$ cat src/rtl/fetch_sequencer.sv
// rtl/fetch_sequencer.sv - PC and fetch front end with one-entry skid buffer and jump redirect
module fetch_sequencer #(
   parameter int                   WORD_SIZE    = 16,
   parameter logic [WORD_SIZE-1:0] RESET_VECTOR = '0
) (
   input  logic                 clk,
   input  logic                 reset_n,
   output logic [WORD_SIZE-1:0] mem_addr,
   input  logic [WORD_SIZE-1:0] mem_data,
   output logic [WORD_SIZE-1:0] instr_out,
   output logic [WORD_SIZE-1:0] instr_pc,
   output logic                 instr_valid,
   input  logic                 instr_ready,
   input  logic                 jump_en,
   input  logic [WORD_SIZE-1:0] jump_target
);

   logic [WORD_SIZE-1:0] pc_q, pc_d;
   logic                 inflight_q, inflight_d;
   logic [WORD_SIZE-1:0] inflight_pc_q, inflight_pc_d;
   logic [WORD_SIZE-1:0] instr_q, instr_d;
   logic [WORD_SIZE-1:0] instr_pc_q, instr_pc_d;
   logic                 instr_valid_q, instr_valid_d;
   logic [WORD_SIZE-1:0] skid_instr_q, skid_instr_d;
   logic [WORD_SIZE-1:0] skid_pc_q, skid_pc_d;
   logic                 skid_valid_q, skid_valid_d;

   logic                 transfer;
   logic                 issue;
   logic [1:0]           occ;

   assign mem_addr    = pc_q;
   assign instr_out   = instr_q;
   assign instr_pc    = instr_pc_q;
   assign instr_valid = instr_valid_q;

   // Words held or owed after this cycle's transfer; two slots exist (output + skid).
   assign transfer = instr_valid_q && instr_ready;
   assign occ      = 2'(instr_valid_q) + 2'(skid_valid_q) + 2'(inflight_q) - 2'(transfer);
   assign issue    = (occ < 2'd2) && !jump_en;

   always_comb begin
      pc_d          = pc_q;
      inflight_d    = inflight_q;
      inflight_pc_d = inflight_pc_q;
      instr_d       = instr_q;
      instr_pc_d    = instr_pc_q;
      instr_valid_d = instr_valid_q;
      skid_instr_d  = skid_instr_q;
      skid_pc_d     = skid_pc_q;
      skid_valid_d  = skid_valid_q;

      if (jump_en) begin
         pc_d          = jump_target;
         inflight_d    = 1'b0;
         skid_valid_d  = 1'b0;
         instr_valid_d = 1'b0;
      end else begin
         if (issue) begin
            inflight_d    = 1'b1;
            inflight_pc_d = pc_q;
            pc_d          = pc_q + 1'b1;
         end else begin
            inflight_d = 1'b0;
         end

         if (inflight_q) begin
            if (!instr_valid_q || transfer) begin
               if (!skid_valid_q) begin
                  instr_d       = mem_data;
                  instr_pc_d    = inflight_pc_q;
                  instr_valid_d = 1'b1;
               end else begin
                  // Older skid word goes out first; the returning word takes its place.
                  instr_d       = skid_instr_q;
                  instr_pc_d    = skid_pc_q;
                  instr_valid_d = 1'b1;
                  skid_instr_d  = mem_data;
                  skid_pc_d     = inflight_pc_q;
               end
            end else begin
               skid_instr_d = mem_data;
               skid_pc_d    = inflight_pc_q;
               skid_valid_d = 1'b1;
            end
         end else if (transfer) begin
            if (skid_valid_q) begin
               instr_d       = skid_instr_q;
               instr_pc_d    = skid_pc_q;
               instr_valid_d = 1'b1;
               skid_valid_d  = 1'b0;
            end else begin
               instr_valid_d = 1'b0;
            end
         end
      end
   end

   always_ff @(posedge clk or negedge reset_n) begin
      if (!reset_n) begin
         pc_q          <= RESET_VECTOR;
         inflight_q    <= 1'b0;
         inflight_pc_q <= '0;
         instr_q       <= '0;
         instr_pc_q    <= '0;
         instr_valid_q <= 1'b0;
         skid_instr_q  <= '0;
         skid_pc_q     <= '0;
         skid_valid_q  <= 1'b0;
      end else begin
         pc_q          <= pc_d;
         inflight_q    <= inflight_d;
         inflight_pc_q <= inflight_pc_d;
         instr_q       <= instr_d;
         instr_pc_q    <= instr_pc_d;
         instr_valid_q <= instr_valid_d;
         skid_instr_q  <= skid_instr_d;
         skid_pc_q     <= skid_pc_d;
         skid_valid_q  <= skid_valid_d;
      end
   end

endmodule

$ cat config.mk
export PLATFORM = sky130hd
export DESIGN_NAME = fetch_sequencer
export DESIGN_NICKNAME = d
export VERILOG_FILES = /design/src/rtl/fetch_sequencer.sv
export SDC_FILE = /design/constraint.sdc
export NUM_CORES = 1
export LEC_CHECK = 0
export CELL_PAD_IN_SITES_DETAIL_PLACEMENT = 0
export CELL_PAD_IN_SITES_GLOBAL_PLACEMENT = 1
export CORE_AREA = 2 2 103 105
export DETAILED_ROUTE_END_ITERATION = 12
export DIE_AREA = 0 0 105 107
export PLACE_DENSITY_LB_ADDON = 0.1
export SYNTH_ARGS = -nofsm -noshare
export SYNTH_HDL_FRONTEND = slang
export SYNTH_SLANG_ARGS = --single-unit
$ cat constraint.sdc
create_clock -name clk -period 6.4 [get_ports clk]
set_input_delay 0.64 -clock clk [delete_from_list [all_inputs] [get_ports clk]]
set_output_delay 0.64 -clock clk [all_outputs]
set_load 0.1 [all_outputs]
==> flow_summary.yaml, run 1 <==
outcome:
  run_status: "complete, no violations"
routing:
  vias_per_cell: 5.19
  route.met3.wl_um: 367
  dr.pass1.iters: 4
  m1WireLength_mm: 4.21
  finalWirelength_mm: 8.66
  vias: 3025
  drt_iter0_drc: 99
  drc: 0
  routed-wl-met2_mm: 3.97
  top_signal_layer_used: "met4"
  postRouteAntennaNets: 0
  post_drt_wl_per_cell_um: 14.9
synthesis:
  synth.ff_latch_count: 99
  synth.area.top_cells: "sky130_fd_sc_hd__dfrtp_1, sky130_fd_sc_hd__mux2_2, sky130_fd_sc_hd__mux2i_1, sky130_fd_sc_hd__a21oi_1, sky130_fd_sc_hd__nor2_1"
  netlist_area_mm2: 0.00438
  yosys_warnings: 0
  yosys_most_used_dff: "sky130_fd_sc_hd__dfrtp_1"
  syn_area_per_cell_um2: 12.0
  netlist_instances: 365
  yosys.cell_count.top_type: "sky130_fd_sc_hd__dfrtp_1"
  synthTopCellsByCount: "sky130_fd_sc_hd__dfrtp_1, sky130_fd_sc_hd__mux2_2, sky130_fd_sc_hd__nor2_1"
  synth.lib_cells_used.distinct: 35
  synth_largest_type_area_fraction: 0.565
  synth_edf_count: 0
  async_reset_ff_frac: 1.00
  synth.net_count: 404
  synth_seq_area_share: 0.565
  area_leader_netlist: "sky130_fd_sc_hd__dfrtp_1"
die:
  rows: 37
  floorplan.io_pins: 85
  vertical_die_dimension_um: 107
  die_width_um: 105
  start_util: 0.434
  area_of_the_die_mm2: 0.0112
  placeableCoreArea_mm2: 0.0101
critical_path:
  path_max_fanout: 33
  worstSetupEndpointType: "flip-flop"
  critical_path.max_stage_delay_ns: 0.91
  r2r_cells: 8
  startpoint_type: "input pin"
  crit_path_top_delay_cell: "sky130_fd_sc_hd__clkdlybuf4s50_1"
  criticalPathCategory: "in2reg"
  path_buf_inv: 2
  rrSetupSlack_ns: 3.66
  critical_path_arrival_ns: 3.54
  critical_path_cell_sequence: "clkdlybuf4s50_1, clkinv_1, o211ai_4, mux2_2"
  critical_path.top_delay_family: "buffers and inverters"
  crit_path_start: "jump_en"
  worstReg2RegEnd: "inflight_pc_q[9]$_DFFE_PN0P_"
  worst_r2r_startpoint: "instr_valid$_DFFE_PN0P_"
  critPathRequiredTime_ns: 6.64
timing:
  hold_viol_final: 0
  period_minus_slack_ns: 3.30
  finalCritPeriodShare: 0.515
  fmax_ghz: 0.303
  max-slew-margin-rel: 0.246
  final.setup_skew_ns: 0.0115
  timing.final.ws_setup_ns: 3.10
  maxSlewViolCount: 0
  worstMarginPinSlew_ns: 1.13
  setup_total_negative_slack_ns: 0
  setup_viol: 0
  grt_setup_unrepaired: "false"
global_route:
  first_global_vias: 3046
  number_of_antenna_violations_at_the_first_check_in_global_routing: 0
  overflow: 0
  grt_util_all_layers: 0.165
  grt_pass1_wl_mm: 14.9
  grt_start_max_net_pins: 74
cts:
  h-tree-depth: 3
  cts_tree: "yes"
  ctsResizeCount: 0
  clock_sinks: 99
  post-cts-setup-buffer-count: 0
  clk_latency_ns: 0.36
  cts.root.buffer_cell: "sky130_fd_sc_hd__clkbuf_8"
  clk_transition_reported_paths_ns: 0.09
  cts-root-to-sink-buffers: 2
  cts_buffers: 9
  holdBufCountCts: 0
power_and_ir_drop:
  power.density_mw_per_mm2: 509
  cellLeakagePower_uw: 0.00233
  worst_voltage_drop_across_the_vdd_grid_mv: 0.254
job:
  drv.max_cap_violation_count: 0
layout:
  n_antenna_cell: 0
  post_route_cells_drive_above_1_share: 0.152
  layout_net_count: 481
  syn_to_layout_area_delta_pct: 25.7
placed_design:
  weighted_congestion_at_the_end_of_routability_driven_global_placement: 0.741
  port_buffers: 84
  place_worst_setup_slack_ns: 2.68
  place.detailed.hpwl_mm: 5.61
min_path:
  hold_class: "in2async"
-- cells by family (layout without fill, tap and decap cells) --
kind of cell	count (synthesis)	after routing	share of synthesized area
DFF	99	99	0.565
muxes	81	81	0.199
xor gates and xnor gates	3	3	0.0103
buffers and inverters	24	106	0.0271
and+or+nand+nor	91	91	0.103
AOI/OAI and AO/OA	64	64	0.0870
adders and majority gates	3	3	0.00856
-- cells in the final DEF, fill, tap and decap left out, types with 2 or more instances in the layout --
master                             n
sky130_fd_sc_hd__a21oi_1          35
sky130_fd_sc_hd__a31oi_1           9
sky130_fd_sc_hd__and4_1            3
sky130_fd_sc_hd__buf_4             3
sky130_fd_sc_hd__clkbuf_8         11
sky130_fd_sc_hd__clkdlybuf4s50_1  83
sky130_fd_sc_hd__clkinvlp_4        3
sky130_fd_sc_hd__dfrtp_1          99
sky130_fd_sc_hd__ha_1              3
sky130_fd_sc_hd__inv_1             3
sky130_fd_sc_hd__mux2_1            5
sky130_fd_sc_hd__mux2_2           43
sky130_fd_sc_hd__mux2i_1          33
sky130_fd_sc_hd__nand2_1          14
sky130_fd_sc_hd__nand3_1           7
sky130_fd_sc_hd__nand4_1           5
sky130_fd_sc_hd__nor2_1           42
sky130_fd_sc_hd__o211ai_1          4
sky130_fd_sc_hd__o21ai_0           6
sky130_fd_sc_hd__o31ai_1           7
sky130_fd_sc_hd__or3_1             2
sky130_fd_sc_hd__or4_1            11
-- metrics by stage --
step / area, um^2 / total power (uW) / utilization / hold WS, ns / cells
floorplan: 4380 / 2110 / - / 0.344 / 365
global placement: 5320 / 2430 / 0.527 / 0.487 / 567
detailed placement: 5320 / 2450 / 0.527 / 0.494 / 567
CTS: 5510 / 2830 / 0.546 / 0.168 / 583
global route: 5510 / 2950 / 0.546 / 0.181 / 583
finish: 5510 / 2800 / 0.546 / 0.171 / 583
-- state kept, by name, summed over array words and instances, names as in the netlist --
name and flops:
inflight_pc_q 16, inflight_q 1, mem_addr 16, skid_valid_q 1, instr_pc 16, instr_valid 1, instr_out 16, skid_instr_q 16
skid_pc_q 16
-- layout make-up --
class / instances / area (um^2)
timing repair buffer: 86 / 853
inverter: 4 / 15.0
sequential: 99 / 2480
clock inverter: 5 / 36.3
multi-input combinational: 242 / 1810
clock buffer: 11 / 151
fill: 945 / 4580
tap: 136 / 170
-- routing by layer --
metal | track usage | up-vias
met4 | 0.0657 | 0
met5 | 0 | -
met2 | 0.256 | 69
met3 | 0.0304 | 10
li1 | - | 1479
met1 | 0.230 | 1467
-- power breakdown --
part           internal [uW]  switching (uW)  total [uW]
registers                861             144        1000
logic                    406            1010        1420
clock network            163             215         378
total                   1430            1370        2800
-- how the worst max path moves through the flow --
stage | endpoint | cells past startpoint
6_report | skid_instr_q[0]$_DFFE_PN0P_ | 4
5_1_grt | skid_instr_q[12]$_DFFE_PN0P_ | 4
4_1_cts | skid_instr_q[0]$_DFFE_PN0P_ | 4
3_5_place_dp | skid_pc_q[6]$_DFFE_PN0P_ | 4
3_3_place_gp | skid_instr_q[4]$_DFFE_PN0P_ | 4
2_1_floorplan | inflight_pc_q[9]$_DFFE_PN0P_ | 9
No activity file was read; power rests on OpenSTA's default activity.
==> run 2, diff against run 1 <==
Settings changed: CORE_AREA 2 2 103 105 to 2 2 112 114, DIE_AREA 0 0 105 107 to 0 0 114 116.
Clock period 6.4 ns to 2.9 ns, I/O delays scaled along.
==> run 2 against run 1 <==
Core utilization shrank 7.6 points. Sequential cell count unchanged. Clock-buffer cell count up 4. Routed wire length is 6.2% higher. Via count is 0.73% higher. Cell area grew 1.5%. Register-to-register slack worse by 3.4 ns. Die area is 18% higher.
==> flow_summary.yaml, run 2 (synthesis results as in run 1) <==
critical_path:
  path_max_fanout: 26
  worstSetupEndpointType: "flip-flop"
  worst_path_most_repeated_cell: "sky130_fd_sc_hd__ha_1"
  path_buf_inv: 1
  startpoint_type: "flip-flop"
  worstReg2RegEnd: "inflight_pc_q[12]$_DFFE_PN0P_"
  rrSetupSlack_ns: 0.26
  critical_path.top_delay_family: "simple AND/OR/NAND/NOR gates"
  critPathRequiredTime_ns: 3.13
  r2r_cells: 8
  critical_path_cell_sequence: "and2_1, ha_1, inv_1, ha_1, a21oi_4, xnor2_4, nor2_4, mux2_2"
  crit_path_top_delay_cell: "sky130_fd_sc_hd__dfrtp_2"
  criticalPathCategory: "reg2reg"
  critical_path_arrival_ns: 2.87
  critical_path.max_stage_delay_ns: 0.46
  worst_r2r_startpoint: "instr_valid$_DFFE_PN0P_"
die:
  rows: 40
  placeableCoreArea_mm2: 0.0119
  die_width_um: 114
  floorplan.io_pins: 85
  vertical_die_dimension_um: 116
  start_util: 0.368
  area_of_the_die_mm2: 0.0132
layout:
  fill_cells: 1117
  sequential_cell_area_mm2: 0.00248
  multiInputGateArea_mm2: 0.00181
  mostFrequentLayoutCells: "sky130_fd_sc_hd__dfrtp_1, sky130_fd_sc_hd__buf_4, sky130_fd_sc_hd__mux2_2"
  most_common_cell_after_layout_fill_and_taps_aside: "sky130_fd_sc_hd__dfrtp_1"
  syn_to_layout_area_delta_pct: 27.6
  finish.utilization: 0.470
  n_antenna_cell: 0
  post_route_cells_drive_above_1_share: 0.265
  layout_net_count: 487
placed_design:
  port_buffers: 84
  place_worst_setup_slack_ns: -0.0158
  place.detailed.hpwl_mm: 5.99
  weighted_congestion_at_the_end_of_routability_driven_global_placement: 0.748
power_and_ir_drop:
  worst_voltage_drop_across_the_vdd_grid_mv: 0.530
  internal_power_uw: 3470
  combPwrFrac: 0.470
  switching_share: 0.469
  cellLeakagePower_uw: 0.00246
  clkPwrFrac: 0.189
  switching_power_uw: 3070
  power.density_mw_per_mm2: 1170
  seqPwrFrac: 0.341
timing:
  setup_total_negative_slack_ns: 0
  period_minus_slack_ns: 2.64
  fmax_ghz: 0.378
  grt_setup_unrepaired: "false"
  setup_viol: 0
  finalCritPeriodShare: 0.911
  hold_viol_final: 0
  max-slew-margin-rel: 0.562
  maxSlewViolCount: 0
  final.setup_skew_ns: 0.00588
  timing.final.ws_setup_ns: 0.257
  worstMarginPinSlew_ns: 0.657
cts:
  cts.root.buffer_cell: "sky130_fd_sc_hd__clkbuf_16"
  post-cts-setup-buffer-count: 0
  h-tree-depth: 3
  ctsResizeCount: 0
  clk_latency_ns: 0.34
  clock_sinks: 99
  cts_buffers: 9
  clk_transition_reported_paths_ns: 0.06
  cts-root-to-sink-buffers: 2
  holdBufCountCts: 1
  cts_tree: "yes"
routing:
  drt_iter0_drc: 172
  post_drt_wl_per_cell_um: 15.3
  vias_per_cell: 5.08
  vias: 3047
  finalWirelength_mm: 9.20
  postRouteAntennaNets: 0
  dr.pass1.iters: 4
  drc: 0
global_route:
  grt_pass1_wl_mm: 15.2
  overflow: 0
  grt_util_all_layers: 0.148
  first_global_vias: 2916
  grt_start_max_net_pins: 65
  number_of_antenna_violations_at_the_first_check_in_global_routing: 0
job:
  drv.max_cap_violation_count: 0
outcome:
  run_status: "complete, no violations"
min_path:
  hold_class: "in2async"
## run 2: cell types whose count changed in the layout (fill, tap and decap cells not counted), sizes merged
| cell | previous run | this run |
|---|---|---|
| clkdlybuf4s50 | 83 | 34 |
| inv | 4 | 3 |
| buf | 3 | 57 |
| clkinvlp | 3 | 0 |
| clkinv | 2 | 1 |
| clkbuf | 11 | 15 |
| dlygate4sd3 | 0 | 1 |
| bufinv | 0 | 1 |
## run 2: per-layer routing
metal	share of wire	up-vias	track usage
met5	0	-	0
met4	0.018	0	0.0650
met3	0.054	11	0.0324
met2	0.42	86	0.209
met1	0.51	1457	0.218
li1	-	1493	-
## run 2: cell type report
| cell class | count | area share |
|---|---|---|
| flip-flops and latches | 99 | 0.443 |
| multi-input cells | 242 | 0.323 |
| repair buffers | 92 | 0.144 |
| clock buffers | 15 | 0.0497 |
| well taps | 147 | 0.0329 |
| clock inverters | 1 | 0.00537 |
| inverters | 4 | 0.00268 |
## run 2: worst max-delay path by stage
| stage | start | cells past startpoint | slack, ns | endpoint |
|---|---|---|---|---|
| 3_5_place_dp | instr_ready | 9 | -0.02 | inflight_pc_q[1]$_DFFE_PN0P_ |
| 3_3_place_gp | instr_ready | 9 | 0.007 | inflight_pc_q[11]$_DFFE_PN0P_ |
| 5_1_grt | instr_valid$_DFFE_PN0P_ | 8 | 0.07 | inflight_pc_q[12]$_DFFE_PN0P_ |
| 4_1_cts | instr_valid$_DFFE_PN0P_ | 8 | 0.22 | inflight_pc_q[1]$_DFFE_PN0P_ |
| 6_report | instr_valid$_DFFE_PN0P_ | 8 | 0.26 | inflight_pc_q[12]$_DFFE_PN0P_ |
| 2_1_floorplan | instr_valid$_DFFE_PN0P_ | 9 | 0.27 | inflight_pc_q[9]$_DFFE_PN0P_ |
## run 2: metrics by stage
stage	cell area (um^2)	power [uW]	std cells	hold slack (ns)
6_report	5590	6540	600	0.483
5_1_grt	5590	6880	600	0.497
4_1_cts	5590	6620	600	0.491
3_5_place_dp	5280	5360	583	0.340
3_3_place_gp	5280	5320	583	0.334
2_1_floorplan	4390	4650	365	-0.00559
## run 2: power groups by stage
stage               sequential (uW)  clock [uW]  combinational (uW)
floorplan                      3870           0                 779
global placement               2240           0                3070
detailed placement             2260           0                3090
CTS                            2230        1280                3100
global route                   2310        1340                3230
finish                         2230        1240                3080
==> run 3, diff against run 2 <==
Settings changed: PLACE_DENSITY from default to 0.76, PLACE_DENSITY_LB_ADDON 0.1 to default.
==> run 3 against run 2 <==
The flow now finishes with violations (hold timing). Fmax is 0.16% higher. Sequential cell count unchanged. Clock skew about the same. Non-clock buffer count decreased by 2. Critical endpoint is now inflight_pc_q[2]$_DFFE_PN0P_.
==> flow_summary.yaml, run 3 (synthesis results as in run 1) <==
critical_path:
  worst_r2r_startpoint: "instr_valid$_DFFE_PN0P_"
  path_max_fanout: 28
  critical_path.top_delay_family: "simple AND/OR/NAND/NOR gates"
  crit_path_top_delay_cell: "sky130_fd_sc_hd__dfrtp_2"
  critical_path_arrival_ns: 2.87
  path_buf_inv: 1
  crit_path_start: "instr_valid$_DFFE_PN0P_"
  worst_path_most_repeated_cell: "sky130_fd_sc_hd__ha_1"
  critical_path.max_stage_delay_ns: 0.45
  critPathRequiredTime_ns: 3.13
  criticalPathCategory: "reg2reg"
  critical_path_cell_sequence: "and2_1, ha_1, inv_1, ha_1, a21oi_4, xnor2_4, nor2_4, mux2_2"
  worstSetupEndpointType: "flip-flop"
  startpoint_type: "flip-flop"
die:
  start_util: 0.368
  die_width_um: 114
  rows: 40
  area_of_the_die_mm2: 0.0132
  vertical_die_dimension_um: 116
  floorplan.io_pins: 85
  placeableCoreArea_mm2: 0.0119
cts:
  clk_latency_ns: 0.34
  clk_transition_reported_paths_ns: 0.06
  h-tree-depth: 3
  post-cts-setup-buffer-count: 0
  cts.root.buffer_cell: "sky130_fd_sc_hd__clkbuf_16"
  ctsResizeCount: 0
  clock_sinks: 99
  holdBufCountCts: 0
  cts-root-to-sink-buffers: 2
  cts_buffers: 9
  cts_tree: "yes"
global_route:
  number_of_antenna_violations_at_the_first_check_in_global_routing: 0
  grt_util_all_layers: 0.144
  first_global_vias: 2952
  grt_start_max_net_pins: 65
  grt_pass1_wl_mm: 14.8
  overflow: 0
layout:
  postLayoutCellArea_mm2: 0.00555
  most_common_cell_after_layout_fill_and_taps_aside: "sky130_fd_sc_hd__dfrtp_1"
  mostFrequentLayoutCells: "sky130_fd_sc_hd__dfrtp_1, sky130_fd_sc_hd__buf_4, sky130_fd_sc_hd__mux2_2"
  n_antenna_cell: 0
  post_route_cells_drive_above_1_share: 0.268
  non_filler_cells_final: 598
  layout_net_count: 485
  syn_to_layout_area_delta_pct: 26.6
timing:
  grt_setup_unrepaired: "false"
  period_minus_slack_ns: 2.64
  maxSlewViolCount: 0
  fmax_ghz: 0.379
  fin_hold_ws_ns: -0.00408
  timing.final.ws_setup_ns: 0.262
  setup_viol: 0
  max-slew-margin-rel: 0.493
  worstMarginPinSlew_ns: 0.760
  hold_viol_final: 1
  finalCritPeriodShare: 0.910
  final.setup_skew_ns: 0.00550
  setup_total_negative_slack_ns: 0
job:
  drv.max_cap_violation_count: 0
placed_design:
  place.detailed.hpwl_mm: 6.03
  weighted_congestion_at_the_end_of_routability_driven_global_placement: 0.767
  port_buffers: 84
  dp.cells: 582
  place_worst_setup_slack_ns: -0.0381
  postPlaceCellArea_mm2: 0.00527
routing:
  drt_iter0_drc: 142
  post_drt_wl_per_cell_um: 15.2
  drc: 0
  postRouteAntennaNets: 0
  vias_per_cell: 5.15
  vias: 3077
  dr.pass1.iters: 4
  finalWirelength_mm: 9.07
power_and_ir_drop:
  worst_voltage_drop_across_the_vdd_grid_mv: 0.514
  power.density_mw_per_mm2: 1160
  cellLeakagePower_uw: 0.00245
outcome:
  run_status: "finished, violations left"
  violations: "hold timing"
min_path:
  hold_class: "in2async"
==> run 3: cell types whose count changed in the layout (fill, tap and decap cells not counted) <==
cell                            before  now
sky130_fd_sc_hd__buf_4              55   54
sky130_fd_sc_hd__bufinv_16           1    0
sky130_fd_sc_hd__clkbuf_1            3    1
sky130_fd_sc_hd__clkbuf_8            3    2
sky130_fd_sc_hd__clkinv_2            0    3
sky130_fd_sc_hd__dlygate4sd3_1       1    0
sky130_fd_sc_hd__inv_6               0    1
==> run 3: final timing paths <==
kind | to | slack, ns | cells past startpoint
max | inflight_pc_q[2]$_DFFE_PN0P_ | 0.26 | 8
min | mem_addr[1]$_DFFE_PN0P_ | -0.004 | 1
min in group clk | skid_pc_q[11]$_DFFE_PN0P_ | 0.51 | 1
max reg2reg | inflight_pc_q[2]$_DFFE_PN0P_ | 0.26 | 8
max in group asynchronous | skid_pc_q[11]$_DFFE_PN0P_ | 2.17 | 2
min reg2reg | skid_pc_q[11]$_DFFE_PN0P_ | 0.51 | 1
==> run 3: power by group <==
part | total, uW | switching [uW] | internal (uW)
clock | 1130 | 500 | 628
combinational | 3060 | 2240 | 821
sequential | 2240 | 340 | 1910
==> run 3: worst register-to-register path, cell delays in order (launching register included) <==
cell	delay [ns]
sky130_fd_sc_hd__dfrtp_2	0.45
sky130_fd_sc_hd__and2_1	0.19
sky130_fd_sc_hd__ha_1	0.27
sky130_fd_sc_hd__inv_1	0.04
sky130_fd_sc_hd__ha_1	0.30
sky130_fd_sc_hd__a21oi_4	0.21
sky130_fd_sc_hd__xnor2_4	0.23
sky130_fd_sc_hd__nor2_4	0.45
sky130_fd_sc_hd__mux2_2	0.39
==> run 3: per-layer routing <==
layer,vias to the layer above,track usage,part of all wire
li1,1480,-,-
met1,1518,0.197,0.48
met2,66,0.224,0.46
met3,13,0.0277,0.043
met4,0,0.0610,0.017
met5,-,0,0
==> run 3: cell type report <==
class                   instances  area, um^2
repair buffers                 90         786
fillers                      1158        6360
multi-input cells             242        1810
clock buffers                  12         256
flip-flops and latches         99        2480
clock inverters                 4        23.8
well taps                     147         184
inverters                       4        15.0
==> run 3: metrics by stage <==
step / power (uW) / utilization
after floorplan: 4650 / -
after global placement: 5310 / 0.442
after detailed placement: 5360 / 0.442
after CTS: 6500 / 0.466
after global routing: 6750 / 0.466
final: 6430 / 0.466
